===== src/rtl/spike_rate_encoder.sv =====
// Rate-coded spike generator: four 4-bit intensities compared against LFSR nibbles per timestep.
// Optional refractory masking is enabled by defining SPIKE_ENCODER_REFRACTORY_EN.
module spike_rate_encoder #(
  parameter logic [7:0] SEED = 8'hA5
) (
  input  logic        clk,
  input  logic        rst,
  input  logic        start,
  input  logic [15:0] intensity,
  input  logic [3:0]  window,
  output logic [3:0]  spikes,
  output logic        spike_valid,
  input  logic        spike_ready,
  output logic        last,
  output logic        busy,
  output logic        done,
  output logic [6:0]  spike_total
);

  // An all-zero seed would lock the LFSR, so it is replaced by 1.
  localparam logic [7:0] SEED_EFF = (SEED == 8'h00) ? 8'h01 : SEED;

  typedef enum logic [1:0] {IDLE, RUN, DONE} state_t;

  state_t             state;
  state_t             state_next;
  logic [7:0]         lfsr;
  logic [15:0]        int_lat;
  logic [3:0]         win_lat;
  logic [3:0]         step;
  logic [3:0][3:0]    nib;
  logic [3:0]         raw;
  logic [3:0]         gated;
  logic               transfer;
  logic               accept;

  function automatic logic [2:0] popcount4(input logic [3:0] v);
    return 3'(v[0]) + 3'(v[1]) + 3'(v[2]) + 3'(v[3]);
  endfunction

  assign nib[0]   = lfsr[3:0];
  assign nib[1]   = lfsr[7:4];
  assign nib[2]   = lfsr[3:0] ^ lfsr[7:4];
  assign nib[3]   = {lfsr[0], lfsr[7:5]};
  assign accept   = (state == IDLE) && start;
  assign transfer = spike_valid && spike_ready;

  always_comb begin
    raw = '0;
    for (int unsigned n = 0; n < 4; n++) begin
      raw[n] = int_lat[4*n +: 4] > nib[n];
    end
  end

`ifdef SPIKE_ENCODER_REFRACTORY_EN
  logic [3:0] refractory;

  always_ff @(posedge clk or posedge rst) begin
    if (rst) begin
      refractory <= '0;
    end else if (accept) begin
      refractory <= '0;
    end else if (transfer) begin
      refractory <= spikes;
    end
  end

  assign gated = raw & ~refractory;
`else
  assign gated = raw;
`endif

  always_ff @(posedge clk or posedge rst) begin
    if (rst) begin
      state <= IDLE;
    end else begin
      state <= state_next;
    end
  end

  always_comb begin
    state_next = state;
    unique case (state)
      IDLE:    if (start) state_next = RUN;
      RUN:     if (transfer && last) state_next = DONE;
      DONE:    state_next = IDLE;
      default: state_next = IDLE;
    endcase
  end

  // Window length 0 means 16 steps: the 4-bit subtraction wraps to 15.
  always_comb begin
    spike_valid = 1'b0;
    busy        = 1'b0;
    done        = 1'b0;
    last        = 1'b0;
    spikes      = '0;
    unique case (state)
      RUN: begin
        spike_valid = 1'b1;
        busy        = 1'b1;
        last        = (step == win_lat - 4'd1);
        spikes      = gated;
      end
      DONE:    done = 1'b1;
      default: ;
    endcase
  end

  always_ff @(posedge clk or posedge rst) begin
    if (rst) begin
      lfsr        <= SEED_EFF;
      int_lat     <= '0;
      win_lat     <= '0;
      step        <= '0;
      spike_total <= '0;
    end else if (accept) begin
      int_lat     <= intensity;
      win_lat     <= window;
      step        <= '0;
      spike_total <= '0;
    end else if (transfer) begin
      lfsr        <= {lfsr[6:0], lfsr[7] ^ lfsr[5] ^ lfsr[4] ^ lfsr[3]};
      step        <= step + 4'd1;
      spike_total <= spike_total + 7'(popcount4(spikes));
    end
  end

endmodule

===== config.mk =====
export PLATFORM = sky130hd
export DESIGN_NAME = spike_rate_encoder
export DESIGN_NICKNAME = d
export VERILOG_FILES = /design/src/rtl/spike_rate_encoder.sv
export SDC_FILE = /design/constraint.sdc
export NUM_CORES = 1
export LEC_CHECK = 0
export CAP_MARGIN = 20
export CORE_ASPECT_RATIO = 1.75
export CORE_MARGIN = 4
export CORE_UTILIZATION = 35
export DETAILED_ROUTE_END_ITERATION = 8
export PLACE_DENSITY = 0.57
export SETUP_SLACK_MARGIN = 0.3
export SLEW_MARGIN = 25
export SYNTH_ARGS = -nofsm -noshare
export SYNTH_HDL_FRONTEND = slang
export SYNTH_SLANG_ARGS = --single-unit

===== constraint.sdc =====
create_clock -name clk -period 8.15 [get_ports clk]
set_input_delay 1.2225 -clock clk [delete_from_list [all_inputs] [get_ports clk]]
set_output_delay 1.2225 -clock clk [all_outputs]
set_load 0.01 [all_outputs]

==> results.txt, run 1 <==
- For this run, the register share of the synthesized area comes to 0.4520.
- The total overflow left after global routing is 0.
- Relative to the synthesized area, the layout overhead comes to 24.41%.
* Number of buffers inserted for hold repair after clock tree synthesis: 0
* Synth Flop Type: dfrtp_1
- Filler Cells Inserted: 641
- Cell with the most instances on the worst path: inv_1
- The worst setup path is launched from a flop.
- Area enclosed by the die boundary: about 8000 um2
* Ordered list of cells on the worst path: inv_1 > ha_1 > a21oi_1 > nor2b_1 > o311ai_0 > inv_1 > clkdlybuf4s50_1
- After routing, the total negative slack on setup checks comes to 0 ns.
- From bottom edge to top edge, the die measures between 100 and 150 um.
- The flow ran to the end, and the final reports show no timing, DRC or antenna violations.
* Synth warnings: 0
- The region available for standard cell placement spans between 6000 and 7000 um2.
- Final routed DRC violation total: 0
* Width of the chip: 69.03 um
- After detailed routing, the total wire length is 4369 um.
* Power density normalized to cell area: between 400 and 500 nW/um2
* Post-detail-place hpwl: approximately 3300 um
- Cell with the biggest individual delay on the critical path: o311ai_0
- The clock arrives with roughly 0.0057 ns of skew.
* Startpoint of the tightest hold check path: int_lat[5]
* Vias per std cell: roughly 4.8
- In this run the tightest slew margin relative to its limit is 0.4797.
- IR drop worst, VDD: roughly 0.18 mV
- Entering global routing, the biggest net connects 42 pins.
- Area of the multi-input gates: approximately 1100 um2
* RD Place Congestion: a little under 0.8
* Final period util: 0.4656
- Hold path depth: 1
* Worst-case clock buffer depth: 2
- R2r startpoint: lfsr[7]
* Final critical delay including setup and external delays: approximately 3.8 ns
- After clock tree synthesis, the setup repair step added 0 buffers.
- Design area: 2838 um2
* Cts bufs inserted: 5
* Site Rows: 38
- Hold timing on the final database bottoms out at a slack of between 0.5 and 0.6 ns.
- I/O pin count: 39
* Max incr delay on CP: 0.58 ns
- At the worst endpoint, the required time is about 7 ns.
- Setup violations remaining at the end of the flow were counted as 0.
- For this run, the total global-route usage over all layers was measured as 0.1144.
- Final Util: 0.4522
* Endpoint of the worst register-to-register path: spike_total[6]
- Once detail routing completed, the nets flagged for antenna violations numbered 0.
- The initial antenna violation count was 0.
- Leakage power figure: between 0.001 and 0.0015 uW
* H-tree lvl count: 2
* Number of enable-type register cells in the synthesized netlist: 0
* Yosys cell types: 33
- Fin nets: slightly below 300
* Syn Inst Count: around 210
- Synth Net Count: between 200 and 300
* FF-to-FF path depth: 13
- The worst setup path is captured at an output pin.
- Skew-Pair Late Insertion Delay: 0.29 ns
- CTS Root Buffer Type: clkbuf_8
* Crit path kind: flop to output pin
* Largest fanout on the critical path: 3
- After clock tree synthesis, the clock-pin slew on the worst setup and hold paths is 0.08 ns.
* DR pass1 iterations: 4
- Setup repair after global routing left no endpoint under its margin.
* Critical path arrival: 2.57 ns
* TritonCTS clock tree: done
* Wire length of the first global-routing pass: between 7000 and 8000 um
- Violation count after the first detailed-route iteration: 59
- #FFs+latches synth: ~40
* Post-synthesis cell area: 2281 um2
* Initial Utilization: 0.3634
- The worst hold path terminates at int_lat[5].
- In the final layout, flip-flops and latches occupy between 1000 and 1500 um2.
- Reg-to-reg setup timing slack: ~4.6 ns
- The detailed router placed about 1600 vias in this run.
- Post-synthesis async set-or-reset flop share: 1.000
- Based on the critical path, the design can be clocked at up to around 260 MHz.
- In the final routed layout, each cell accounts on average for approximately 13 um.
* Total clock sinks: 41
* Gates resized, CTS repair: 0
- Final Hold Viols: 0
- After detailed placement, the total cell area comes to ~2700 um2.
- In this run the tool buffered the top-level ports with 38 buffer cells.
- Layout cells sized above 1: 0.1275
* Count of antenna diodes in the layout: 0
- Count of maximum capacitance violations: 0
- The number of slew-limit violations in the final report was 0.
* Tightest Pin Transition: between 0.7 and 0.8 ns
- Averaged over all synthesized cells, the footprint is ~11 um2.
- The path class of the tightest hold or removal check is flop to flop.
- The via count of the first global-routing pass was about 1500.
layout by cell type (no fill, tap or decap), types with 7 or more instances in the layout:
master / count
clkdlybuf4s50_1: 38
dfrtp_1: 37
ha_1: 19
inv_1: 18
nand2_1: 17
o21ai_0: 17
mux2_2: 14
nor2_1: 11
xnor2_1: 10
xor2_1: 8
nand4_1: 7
per-layer routing:
| layer | global-route usage | part of all wire |
|---|---|---|
| met5 | 0 | 0 |
| met4 | 0.05867 | 0.019 |
| met3 | 0.02187 | 0.036 |
| met2 | 0.2073 | 0.55 |
| met1 | 0.1263 | 0.40 |
worst max-delay path, delay by kind of cell, from the launching register on:
kind	cells	cell delay, ns
AND/OR/NAND/NOR	1	0.06
buffers and inverters	3	0.63
adder cells (fa/ha/maj)	1	0.32
flip-flops	1	0.54
AO/OA/AOI/OAI	2	0.73
logic make-up (layout without fill, tap and decap cells):
| family | count (synthesis) | in the layout | share of synthesized area |
|---|---|---|---|
| xor+xnor | 18 | 18 | 0.06912 |
| buf+inv | 27 | 66 | 0.05595 |
| simple gates | 53 | 53 | 0.1190 |
| mux | 14 | 14 | 0.06912 |
| fa+ha+maj | 22 | 22 | 0.1306 |
| flops | 41 | 41 | 0.4520 |
| compound gates | 37 | 37 | 0.1042 |
metrics by stage:
stage / std cells / total power (uW) / setup WS, ns
6_report: 331 / 1238 / 4.355
5_1_grt: 331 / 1363 / 4.197
4_1_cts: 331 / 1268 / 4.288
3_5_place_dp: 323 / 1094 / 4.561
3_3_place_gp: 323 / 1070 / 4.646
2_1_floorplan: 212 / 863.1 / 4.889
Yosys cell counts (2+ instances only):
cell,instances,share of area
or3_1,2,0.0055
fa_1,3,0.026
a22o_1,2,0.0077
inv_1,18,0.030
mux2_2,14,0.069
buf_4,4,0.013
dfstp_2,4,0.046
ha_1,19,0.10
dfrtp_1,37,0.41
o21ai_0,17,0.037
nor2b_1,5,0.014
o21a_1,6,0.020
a21oi_1,4,0.0088
xor2_1,8,0.031
buf_2,3,0.0066
nand2_1,17,0.028
xnor2_1,10,0.038
nand4_1,7,0.019
o211ai_1,3,0.0099
nor3b_1,2,0.0066
nand3_1,3,0.0066
nor2_1,11,0.018
o211a_1,3,0.013
power breakdown:
group	total, uW	switching [uW]	internal, uW
clock	168	67.7	99.9
sequential	370	71.4	299
combinational	700	337	364
total	1240	476	762
sequential cells by signal (all words and copies together) (netlist names):
| register | flops |
|---|---|
| state | 2 |
| lfsr | 8 |
| int_lat | 16 |
| spike_total | 7 |
| win_lat | 4 |
| step | 4 |
how the worst max path moves through the flow:
stage / from / end / slack (ns) / cells after the start
5_1_grt: lfsr[7] / spikes[3] / 4.20 / 7
3_5_place_dp: lfsr[7] / spike_total[6] / 4.56 / 13
4_1_cts: lfsr[7] / spikes[3] / 4.29 / 7
3_3_place_gp: lfsr[7] / spikes[3] / 4.65 / 7
2_1_floorplan: lfsr[7] / spike_total[6] / 4.89 / 13
6_report: lfsr[7] / spikes[3] / 4.36 / 7
cell type report:
| class | instances | area share |
|---|---|---|
| inverter | 18 | 0.02381 |
| multi-input combinational | 144 | 0.3973 |
| clock inverter | 1 | 0.01058 |
| sequential | 41 | 0.3633 |
| tap | 80 | 0.03527 |
| timing repair buffer | 40 | 0.1393 |
| clock buffer | 7 | 0.03042 |
No activity file was read; power rests on OpenSTA's default activity.
==> inputs of run 2 (changes only) <==
- PLACE_DENSITY: 0.57 -> 0.59
- clock period: 8.15 -> 3.4 ns (I/O delays scaled with it)
==> results.txt, run 2 (synthesized netlist as in run 1, its figures left out) <==
* Violation count after the first detailed-route iteration: 62 (+5.1%)
- Final non-filler cell total: 339 (+2.4%)
- Crit path kind: flop to flop
- Setup repair after global routing could not meet its margin everywhere.
- CP startpoint: lfsr[5]
- Design area: 2950 um2 (+4.0%)
* Classification of the worst-slack hold path: flop to flop
- The total of endpoints with negative setup slack in the final report came to 0 (unchanged).
* Commonest non-fill, non-tap cells in the layout: clkdlybuf4s50_1 (37), dfrtp_1 (37)
- The share of post-route cells with drive strength above 1 was 0.2008 (+0.07328).
* Vias per std cell: 4.847 (+1.3%)
- Max transition margin: 0.5951 (+0.1153)
- Status: complete, no violations
* TritonCTS clock tree: done
- Total core area: 6276 um2 (unchanged)
* Skew-Pair Late Insertion Delay: 0.29 ns (about the same)
* Count of antenna diodes in the layout: 0 (unchanged)
- Of the available clock period, the critical path in the final layout requires 0.9421.
- Type of destination of the critical path: flop
* Tot GR Track Use: 0.1241 (+0.009688)
- Max reg flops: 16 (unchanged)
- Met1 GRT Util: 0.1328 (+0.006501)
- The wire length per cell after detailed routing came to 13.47 um (+2.0%).
* Total wire length after detailed routing: 4566 um (+4.5%)
* Worst-case clock buffer depth: 2 (unchanged)
- The area enclosed by the die boundary is 7923 um2 (unchanged).
* Biggest registers after layout: int_lat x16, lfsr x8, spike_total x7
- The max capacitance violation total is 0 (unchanged).
- STA classifies the critical path startpoint as a flop.
* R2r startpoint: lfsr[5]
* Vert. Die Dim: 114.8 um (unchanged)
- The required time of the critical path is 3.56 ns (-3.37 ns).
- The worst hold path begins at int_lat[3].
* Final Hold Viols: 0 (unchanged)
- DR pass1 iterations: 4 (unchanged)
* Power density normalized to cell area: 1052 nW/um2 (+140%)
- Post-DRT Antenna Nets: 0 (unchanged)
* Pin count of the biggest net entering global routing: 37 (-12%)
* Total clock sinks: 41 (unchanged)
- The pin slew with the least headroom to its limit came to 0.6067 ns (-0.1736 ns).
- Wire length of the first global-routing pass: 7866 um (+11%)
* Fin. max-slew vios: 0 (unchanged)
- The weighted congestion at the end of routability-driven global placement was 0.7403 (-5.1%).
- The placement-stage worst setup slack is 0.01042 ns (-4.551 ns).
- Top register by number of flip-flops: int_lat
- The static power due to leakage was 0.001302 uW (+4.1%).
* Sum of negative setup slack: 0 ns (unchanged)
- The via count of the first global-routing pass is 1767 (+15%).
* Initial Utilization: 0.3634 (unchanged)
- The initial antenna violation count came to 0 (unchanged).
* Cell total after placement: 325 (+0.62%)
- The worst-case clock skew is 0.004738 ns (-0.0009223 ns).
* Largest fanout on the critical path: 2 (-1)
- Based on the critical path, the design can be clocked at up to ~310 MHz.
* Met3 routing resource usage after global routing: 0.02100 (-0.0008749)
* Width of the chip: 69.03 um (unchanged)
- Total overflow reported by the global router: 0 (unchanged)
- Busiest layer in global routing: met2
- The count of input and output buffers came to 38 (unchanged).
- The power consumption is 3104 uW (+150%).
* Cts bufs inserted: 5 (unchanged)
- The I/O pin count is 39 (unchanged).
- The number of core rows came to 38 (unchanged).
- Layout area overhead: 29.35%
- The count of vias placed by the detailed router was 1643 (+3.8%).
- The half-perimeter wire length after placement was 3506 um (+6.1%).
- IR drop worst, VDD: 0.4249 mV (+140%)
- After layout, the minimum clock period comes to approximately 3.2 ns.
- Post-detailed-placement cell area: 2739 um2 (+0.64%)
* Final routed DRC violation total: 0 (unchanged)
- The tree is rooted in a clkbuf_8.
- The met2 global-route usage was 0.2328 (+0.02551).
- The worst endpoint data arrival time is 3.37 ns (+0.80 ns).
* Post-route setup slack: 0.1968 ns (-4.159 ns)
* Clock edge transition at the registers on the reported setup and hold paths: 0.08 ns (about the same)
- H-tree lvl count: 2 (unchanged)
- The net total in the final layout came to 304 (+2.7%).
## run 2: report_power, final
| part | internal (uW) | leakage [uW] | total [uW] | switching (uW) |
|---|---|---|---|---|
| Combinational | 1000 | 0.000747 | 1870 | 869 |
| Sequential | 715 | 0.000501 | 882 | 167 |
| Clock | 184 | 0.0000542 | 351 | 167 |
## run 2: repair_timing
item | CTS | global route
gates resized for setup | 4 | 7
setup endpoints to repair | 6 | 7
hold buffers | 0 | 0
buffers inserted | 4 | 2
pin swaps | 7 | 4
## run 2: layout make-up
type | count | area, um2
fill | 623 | 3326
multi-input combinational | 144 | 1192
sequential | 41 | 1031
timing repair buffer | 48 | 457.9
tap | 80 | 100.1
clock buffer | 7 | 96.34
inverter | 18 | 67.56
clock inverter | 1 | 5.005
## run 2: path summary, 6_finish.rpt
kind	to	slack [ns]	cells after the start
min	int_lat[3]	0.51	1
max in group asynchronous	lfsr[0]	2.00	3
min in group asynchronous	int_lat[1]	0.58	2
max reg2reg	spike_total[6]	0.20	14
min reg2reg	int_lat[3]	0.51	1
max	spike_total[6]	0.20	14
## run 2: layer usage
layer	vias to the layer above	wire length [um]
met5	-	0
met4	0	127
met3	8	153
met2	37	2559
met1	784	1726
li1	814	-
## run 2: worst max-delay path, stage by stage, from the launching register on
cell	delay, ns
dfstp_2	0.54
inv_2	0.05
ha_4	0.23
nor2b_4	0.12
o21a_1	0.16
o21a_1	0.17
o211ai_1	0.22
fa_1	0.48
fa_2	0.37
inv_2	0.06
fa_2	0.19
and3_4	0.18
nand4_1	0.11
xor2_1	0.14
nor2_1	0.05
## run 2: metrics by stage
stage / utilization / hold slack, ns
4_1_cts: 0.4625 / 0.5207
2_1_floorplan: - / 0.4848
6_report: 0.4701 / 0.5142
3_5_place_dp: 0.4364 / 0.5030
5_1_grt: 0.4701 / 0.5400
3_3_place_gp: 0.4364 / 0.4944
